File: src/rtl/rll_pkg.sv
// -----------------------------------------------------------------------------
// rll_pkg
//   Shared types and sizing helpers for the RLL sequential key-gate unit.
//   - key_state_e : key loader FSM states
//   - num_beats   : number of load beats needed to fill a KEY_W-bit key
//   - beat_cnt_w  : width of the beat counter for a given key/beat geometry
// -----------------------------------------------------------------------------
package rll_pkg;

  typedef enum logic [1:0] {
    IDLE  = 2'd0,
    LOAD  = 2'd1,
    ARMED = 2'd2,
    ERROR = 2'd3
  } key_state_e;

  function automatic int num_beats(input int key_w, input int load_w);
    return key_w / load_w;
  endfunction

  // One spare bit so the counter never wraps at the final beat index.
  function automatic int beat_cnt_w(input int key_w, input int load_w);
    return $clog2(num_beats(key_w, load_w)) + 1;
  endfunction

  // Counter width for the default 32-bit key loaded one bit per beat.
  localparam int BEAT_CNT_W = $clog2(num_beats(32, 1)) + 1;

endpackage

File: src/rtl/rll_key_loader.sv
// -----------------------------------------------------------------------------
// rll_key_loader
//   Serial key loader: FSM, beat counter, key write register and optional
//   parity check. Beats arrive LSB first, LOAD_W bits at a time.
//   Optional feature: define KEY_PARITY_EN to require even parity over the
//   assembled key (including key_par) before arming.
// Ports
//   clk, rst_n            clock, async active-low reset
//   key_valid/key_ready   load beat handshake
//   key_data              beat payload (LOAD_W)
//   key_last              final-beat marker
//   key_par               even-parity bit, sampled with the final beat
//   key_clear             synchronous wipe back to IDLE (highest priority)
//   key                   assembled key (zero unless loaded/armed)
//   key_armed, key_err    registered status flags
// -----------------------------------------------------------------------------
module rll_key_loader
  import rll_pkg::*;
#(
  parameter int KEY_W  = 32,
  parameter int LOAD_W = 1
) (
  input  logic              clk,
  input  logic              rst_n,
  input  logic              key_valid,
  output logic              key_ready,
  input  logic [LOAD_W-1:0] key_data,
  input  logic              key_last,
  input  logic              key_par,
  input  logic              key_clear,
  output logic [KEY_W-1:0]  key,
  output logic              key_armed,
  output logic              key_err
);

  localparam int NB    = num_beats(KEY_W, LOAD_W);
  localparam int CNT_W = beat_cnt_w(KEY_W, LOAD_W);

  key_state_e       state_q, state_d;
  logic [CNT_W-1:0] cnt_q, cnt_d;
  logic [KEY_W-1:0] key_q, key_d;
  logic             accept;
  logic             final_beat;
  logic             par_ok;

  // rst_n is folded in so the port reads 0 for as long as reset is held,
  // not just after the first clock edge.
  assign key_ready  = rst_n & ((state_q == IDLE) | (state_q == LOAD));
  assign accept     = key_valid & key_ready;
  assign final_beat = (cnt_q == CNT_W'(NB - 1));

`ifdef KEY_PARITY_EN
  assign par_ok = ~((^key_d) ^ key_par);
`else
  logic unused_par;
  assign unused_par = key_par;
  assign par_ok     = 1'b1;
`endif

  // NOTE: every always_comb output gets a default first; a path that leaves
  // one unassigned would infer a latch.
  always_comb begin
    state_d = state_q;
    cnt_d   = cnt_q;
    key_d   = key_q;

    if (key_clear) begin
      state_d = IDLE;
      cnt_d   = '0;
      key_d   = '0;
    end else begin
      unique case (state_q)
        IDLE, LOAD: begin
          if (accept) begin
            for (int b = 0; b < NB; b++) begin
              if (cnt_q == CNT_W'(b)) key_d[b*LOAD_W +: LOAD_W] = key_data;
            end
            if (final_beat) begin
              if (key_last && par_ok) begin
                state_d = ARMED;
              end else begin
                state_d = ERROR;
                key_d   = '0;
              end
            end else if (key_last) begin
              state_d = ERROR;
              key_d   = '0;
            end else begin
              state_d = LOAD;
              cnt_d   = cnt_q + CNT_W'(1);
            end
          end
        end
        ARMED: ;
        ERROR: key_d = '0;
        default: begin
          state_d = IDLE;
          cnt_d   = '0;
          key_d   = '0;
        end
      endcase
    end
  end

  // NOTE: sequential state uses non-blocking assignments so every flop
  // samples its _d value from before the edge.
  always_ff @(posedge clk or negedge rst_n) begin
    if (!rst_n) begin
      state_q <= IDLE;
      cnt_q   <= '0;
      key_q   <= '0;
    end else begin
      state_q <= state_d;
      cnt_q   <= cnt_d;
      key_q   <= key_d;
    end
  end

  assign key       = key_q;
  assign key_armed = (state_q == ARMED);
  assign key_err   = (state_q == ERROR);

endmodule

File: src/rtl/rll_seq_key_unit.sv
// -----------------------------------------------------------------------------
// rll_seq_key_unit
//   Sequential key-gate array for RLL-locked netlists. A serially loaded key
//   drives DATA_W XOR/XNOR key gates; lanes at or above KEY_W pass through.
//   Output is registered (1-cycle latency). Until the key is armed the gates
//   see key=0, so XNOR lanes stay inverted (locked behaviour).
//   Optional feature: KEY_PARITY_EN (see rll_key_loader).
// Ports
//   clk, rst_n                 clock, async active-low reset
//   key_valid/ready/data/last  serial key load port
//   key_par, key_clear         parity bit, synchronous key wipe
//   in_valid, in_data          unlocked-side nets (no backpressure)
//   out_valid, out_data        registered key-gated nets
//   key_armed, key_err         loader status
// -----------------------------------------------------------------------------
module rll_seq_key_unit
  import rll_pkg::*;
#(
  parameter int               DATA_W   = 32,
  parameter int               KEY_W    = 32,
  parameter int               LOAD_W   = 1,
  parameter logic [KEY_W-1:0] POLARITY = 32'h2C6A_44E4
) (
  input  logic              clk,
  input  logic              rst_n,
  input  logic              key_valid,
  output logic              key_ready,
  input  logic [LOAD_W-1:0] key_data,
  input  logic              key_last,
  input  logic              key_par,
  input  logic              key_clear,
  input  logic              in_valid,
  input  logic [DATA_W-1:0] in_data,
  output logic              out_valid,
  output logic [DATA_W-1:0] out_data,
  output logic              key_armed,
  output logic              key_err
);

  logic [KEY_W-1:0]  key;
  logic [KEY_W-1:0]  eff;
  logic [DATA_W-1:0] mask;
  logic              out_valid_q, out_valid_d;
  logic [DATA_W-1:0] out_data_q, out_data_d;

  rll_key_loader #(
    .KEY_W  (KEY_W),
    .LOAD_W (LOAD_W)
  ) u_loader (
    .clk       (clk),
    .rst_n     (rst_n),
    .key_valid (key_valid),
    .key_ready (key_ready),
    .key_data  (key_data),
    .key_last  (key_last),
    .key_par   (key_par),
    .key_clear (key_clear),
    .key       (key),
    .key_armed (key_armed),
    .key_err   (key_err)
  );

  // key_armed is registered, so a data beat sampled on the arming edge still
  // sees the pre-arm mask.
  assign eff = (key & {KEY_W{key_armed}}) ^ POLARITY;

  always_comb begin
    mask            = '0;
    mask[KEY_W-1:0] = eff;
    out_valid_d     = in_valid;
    out_data_d      = in_valid ? (in_data ^ mask) : out_data_q;
  end

  always_ff @(posedge clk or negedge rst_n) begin
    if (!rst_n) begin
      out_valid_q <= 1'b0;
      out_data_q  <= '0;
    end else begin
      out_valid_q <= out_valid_d;
      out_data_q  <= out_data_d;
    end
  end

  assign out_valid = out_valid_q;
  assign out_data  = out_data_q;

endmodule
File: config.mk
export PLATFORM = sky130hd
export DESIGN_NAME = rll_seq_key_unit
export DESIGN_NICKNAME = d
export VERILOG_FILES = /design/src/rtl/rll_pkg.sv /design/src/rtl/rll_key_loader.sv /design/src/rtl/rll_seq_key_unit.sv
export SDC_FILE = /design/constraint.sdc
export NUM_CORES = 1
export LEC_CHECK = 0
export CAP_MARGIN = 10
export CORE_UTILIZATION = 57
export CTS_CLUSTER_SIZE = 30
export DETAILED_ROUTE_END_ITERATION = 8
export PLACE_DENSITY = 0.86
export SLEW_MARGIN = 10
export SYNTH_ARGS = -nofsm -noshare
export SYNTH_HDL_FRONTEND = slang
export SYNTH_HIERARCHICAL = 1
export SYNTH_SLANG_ARGS = --single-unit
File: constraint.sdc
create_clock -name clk -period 4 [get_ports clk]
set_clock_uncertainty 0.05 [all_clocks]
set_input_delay 0.4 -clock clk [delete_from_list [all_inputs] [get_ports clk]]
set_output_delay 0.4 -clock clk [all_outputs]
set_load 0.01 [all_outputs]
## After elaboration in Yosys (flattened, before gate mapping)

Index checks and enable logic that the tools add are counted.

- Bits in registers: 73
- Output and inout bits: 36
- Bits of input ports: 40

- Bitwise logic cells: 6
- Add/sub/neg operators: 1
- Multiplexer cells: 49
- Equal/unequal tests: 37
- Reductions and logical operators: 9

Operators by type and width:

| operator | number |
|---|---|
| $mux W32 | 5 |
| $eq A6 B5 Y1 const B | 16 |
| $pmux W32 S2 | 1 |
| $eq A6 B4 Y1 const B | 8 |
| $mux W1 | 33 |
| $and A32 B32 Y32 | 1 |
| $xor A32 B32 Y32 | 1 |
| $mux W6 | 5 |
| $eq A6 B3 Y1 const B | 4 |
| $not A13 Y13 | 1 |
| $eq A6 B2 Y1 const B | 2 |
| $mux W2 | 5 |
| $add A6 B1 Y6 const B | 1 |
| $eq A6 B1 Y1 const B | 1 |
| $logic_not A6 Y1 | 1 |
| $eq A2 B2 Y1 const B | 2 |
| $reduce_and A2 Y1 | 2 |
| $reduce_and A4 Y1 | 1 |
| $reduce_bool A2 Y1 | 2 |
| $ne A3 B2 Y1 const B | 1 |
| $reduce_bool A3 Y1 | 1 |
| $and A1 B1 Y1 | 2 |
| $eq A2 B1 Y1 const B | 1 |
| $logic_not A2 Y1 | 1 |
| other kinds (4) | 4 |

## Depth between registers and ports, before layout

- Depth in word-level cells: 7
- Depth in mapped cells: 7
- Mapped depth without buffers: 6

## Modules after synthesis

Netlist, hierarchy kept.

By module, submodules not included:

| module | cells an instance | sequential area each (um2) | area each (um2) | times used |
|---|---|---|---|---|
| rll_key_loader | 222 | 1001.0 | 2301.0 | 1 |
| rll_seq_key_unit | 189 | 825.8 | 1961.9 | 1 |

## Worst setup path after synthesis

No wires, ideal clock.

- Kind: flip-flop to flip-flop
- Start: register u_loader.cnt_q[0]
- End: register u_loader.key_q[24] (netlist: u_loader/key[24])
- Cell stages (with the launch flop): 7
- Path slack: 2.355 ns
- Data required time: 3.829 ns
- Library setup time: 0.121 ns
- Period minus slack after synthesis: 1.645 ns
- Arrival time: 1.474 ns
- Buffers on the path: 1
- Path through: dfrtp_1 > inv_1 > ha_1 > nor2b_1 > clkdlybuf4s25_2 > a31oi_1 > a22o_2

- Cells in the longest elaborated chain, start to end: 7

Ends and longest elaborated chain:

| item | RTL line | text |
|---|---|---|
| from (decl) | rll_key_loader.sv:40 | `logic [CNT_W-1:0] cnt_q, cnt_d;` |
| from (signal assigned) | rll_key_loader.sv:114 | `cnt_q <= cnt_d;` |
| $eq A6 B5 Y1 | rll_key_loader.sv:76 | `if (cnt_q == CNT_W'(b)) key_d[b*LOAD_W +: LOAD_W] = key_data;` |
| $mux W1 | rll_key_loader.sv:76 |  |
| $mux W32, on equally long branches | rll_key_loader.sv:85, rll_key_loader.sv:79 |  |
| $mux W32 (*) | rll_key_loader.sv:78 | `if (final_beat) begin` |
| $mux W32 (*) | rll_key_loader.sv:74 | `if (accept) begin` |
| $pmux W32 S2 (*) | rll_key_loader.sv:72 | `unique case (state_q)` |
| $mux W32 (*) | rll_key_loader.sv:67 | `if (key_clear) begin` |
| to (signal assigned) | rll_key_loader.sv:115 | `key_q <= key_d;` |
| to (decl) | rll_key_loader.sv:41 | `logic [KEY_W-1:0] key_q, key_d;` |

Every way passes the cells marked *; elsewhere a longest branch is shown, timed or not. The select of a mux whose other input is x is not followed.
A chain may end at the register's enable or synchronous reset.

## Final worst setup path

- Start: input rst_n
- End: register u_loader.key_q[11] (netlist: u_loader/key[11])

- Cells in the longest elaborated chain, start to end: 4

Ends and longest elaborated chain:

| item | RTL line | text |
|---|---|---|
| from (decl) | rll_seq_key_unit.sv:25 | `input logic rst_n,` |
| $and A1 B1 Y1 | rll_key_loader.sv:48 | `assign key_ready = rst_n & ((state_q == IDLE) \| (state_q == LOAD));` |
| $and A1 B1 Y1 | rll_key_loader.sv:49 | `assign accept = key_valid & key_ready;` |
| $ne A3 B2 Y1 (no line) | - |  |
| $reduce_and A2 Y1 (no line) | - |  |

No other way between the ends.

==> key figures <==
Pwr
  – Share of total power in the clock network: 0.410
  – Power Density: 345 nW/µm²
  – Final Power: 1.77 mW
  – Internal power: 1.34 mW
  – Max VDD drop: 0.198 mV
  – Sw frac: 0.245
  – Seq pwr share: 0.445
  – Combinational share of power: 0.144
  – P_sw: ~0.43 mW
  – Leak: 2.18 nW

Logic synthesis
  – Syn Area/Cell: just over 10 µm²
  – Cell taking the most area after synthesis: dfrtp_1
  – Post-synth EDFFs: 0
  – Synth async-reset ratio: 1.00
  – Synth Net Count: about 460
  – Synth warn: 6
  – Sequential share of the synthesized area: 0.429
  – Seq cells post-synth: 73
  – Synth cell types: 47
  – Synth top area share: 0.429
  – Post-synthesis cell area: 4260 µm²
  – Ranking of synthesized cells by area: dfrtp_1, a31oi_1, a22o_2
  – Most frequent cell after synthesis: dfrtp_1
  – Commonest cells in the netlist: dfrtp_1, a31oi_1, nor2_1
  – Top_reg_cell synth: dfrtp_1
  – Mapped Cells: 411

Drt
  – Initial DRC count: 435
  – Vias per cell: 6.25
  – Remaining DRCs: 0
  – DRT Pass-1 Iters: 6
  – Antenna viol nets, final: 0
  – Total routed wirelength: 9700 µm
  – Avg WL per Cell: 17.1 µm
  – Via count: 3546

Min path
  – Min-delay worst type: primary input to flop

Clocking
  – Htree depth: 3
  – Clock sinks: 73
  – Root Driver: clkbuf_8
  – CTS Buffer Depth: 2
  – CTS tree: yes
  – Worst-skew pair later-pin latency: 340 ps
  – Clk pin slew, worst setup/hold paths: 90 ps
  – CTS Buf Count: 9

Critical path
  – Startpoint types: primary input
  – Crit Path Class: primary input to flop
  – Signal arrival time at the worst endpoint: 2720 ps
  – Worst-path cell chain: dlygate4sd3_1 -> buf_2 -> and3b_1 -> or2b_1 -> a21oi_4 -> a22o_2
  – Worst EP required: 4230 ps
  – Max FO, Critical Path: 31
  – Critical Path Max Stage Delay: 630 ps
  – Crit end category: flop
  – Slowest cell on crit path: a21oi_4

Cells and area
  – Layout cell share with drive strength beyond 1: 0.137
  – Nets: 508
  – Layout overhead on the synthesized area: 20.3%
  – Diode count: 0
  – Cell Count, Final, Fillers Out: 567
  – Filler cells: between 500 and 600

STA
  – Post-route setup TNS: 0 ps
  – Slew Limit Fails: 0
  – Slew @ Worst Pin: 964 ps
  – Worst setup margin: 1510 ps
  – Final period util: 0.622
  – # setup viols final: 0
  – Fin. Hold Viols: 0
  – Slew HR: 0.356
  – Period minus WS final: 2490 ps
  – Max Clk Rate: roughly 0.40 GHz
  – RSZ-0062 raised after global routing: false

Floorplanning
  – Die ar.: 7830 µm²
  – Die Y: ~90 µm
  – Chip Width: 88.5 µm
  – Cell Rows: 31
  – Starting Density: 0.588
  – I/O pin count: 76
  – Core outline area: 7250 µm²

Placement
  – Placed cells: 550
  – Post-place setup slack: 1560 ps
  – Hpwl dp: 6420 µm
  – Port Buffers: 74
  – GP Congestion: 0.825

GRT
  – Total GRT Usage: 0.264
  – Overflow after GRT: 0
  – Antenna violations before repair: 0
  – Number of global-route vias before repair: 3192
  – Global-route wire length before repair: 15600 µm
  – Largest net degree at the start of global routing: 68

Flow run
  – Max-cap violations: 0

Run status
  – Status: completed
[flip-flops by register name, summed over array words and instances, names as in the netlist]
register / count
out_data: 32
u_loader/key: 32
u_loader/cnt_q: 6
u_loader/state_q: 2
out_valid: 1
[critical path, delay by kind of cell]
family                 cells  cell delay [ps]
AO/OA/AOI/OAI              2              910
buffers and inverters      2              820
AND/OR/NAND/NOR            2              570
[logic make-up (layout without fill, tap and decap cells)]
kind of cell	count (synthesis)	count (layout)	share of synthesized area
compound gates	151	151	0.286
simple gates	121	121	0.173
flops	73	73	0.429
buf+inv	54	111	0.0822
fa+ha+maj	5	5	0.0147
xor+xnor	4	4	0.00822
mux	3	3	0.00734
[power by group through the flow]
| stage | logic, mW | registers, mW | clock network, mW |
|---|---|---|---|
| global route | 0.278 | 0.792 | 0.762 |
| CTS | 0.258 | 0.789 | 0.730 |
| floorplan | 0.116 | 0.816 | 0 |
| finish | 0.256 | 0.789 | 0.727 |
| global placement | 0.249 | 0.802 | 0 |
| detailed placement | 0.255 | 0.804 | 0 |
[path summary, 6_finish.rpt]
path,end,startpoint,slack (ps),depth (start not counted)
worst max-delay path,u_loader/key[11],rst_n,1510,6
worst min-delay path,out_valid,in_valid,440,1
worst max register to register,u_loader/key[11],u_loader/cnt_q[3],1580,4
worst min register to register,u_loader/key[31],u_loader/key[31],490,1
max in group asynchronous,out_data[24],rst_n,2360,3
min in group asynchronous,u_loader/cnt_q[3],rst_n,470,2
[stage by stage]
stage | util | hold WS, ps | cell area [µm²]
global route | 0.707 | 442 | 5130
finish | 0.707 | 435 | 5130
floorplan | - | 54.4 | 4260
CTS | 0.707 | 428 | 5130
global placement | 0.671 | 204 | 4860
detailed placement | 0.671 | 207 | 4860
[routing by layer]
metal / global-route usage / share of wire
met1: 0.351 / 0.42
met2: 0.429 / 0.49
met3: 0.0410 / 0.072
met4: 0.117 / 0.022
met5: 0 / 0
[timing repair]
action | in CTS | in global routing
gates resized for setup | 0 | 0
hold buffers | 1 | 0
buffers inserted | 0 | 0
endpoints found under the hold margin | 6 | 0
[area by class of cell]
class | count | area (µm²) | area share
Inverter | 16 | 60.1 | 0.0117
Clock inverter | 6 | 114 | 0.0222
Sequential cell | 73 | 1830 | 0.356
Tap cell | 99 | 124 | 0.0242
Multi-Input combinational cell | 284 | 2100 | 0.409
Clock buffer | 10 | 138 | 0.0268
Timing Repair Buffer | 79 | 771 | 0.150
[layout by cell type, fill, tap and decap left out, types with 4 or more instances in the layout]
cell / Yosys / routed
clkdlybuf4s50_1: 0 / 72
a21oi_1: 11 / 11
nand3b_1: 20 / 20
o221ai_2: 8 / 8
o221ai_1: 5 / 5
dfrtp_1: 73 / 73
clkbuf_8: 1 / 10
nor2b_1: 11 / 10
a21bo_1: 19 / 19
a22o_2: 25 / 25
buf_4: 3 / 4
and2_1: 16 / 16
a31oi_1: 66 / 66
or2b_1: 12 / 12
ha_1: 5 / 5
inv_1: 16 / 16
nor2_1: 29 / 28
nand4_1: 15 / 15
a22o_1: 6 / 6
Note: power is estimated with default switching activity, not from simulation.
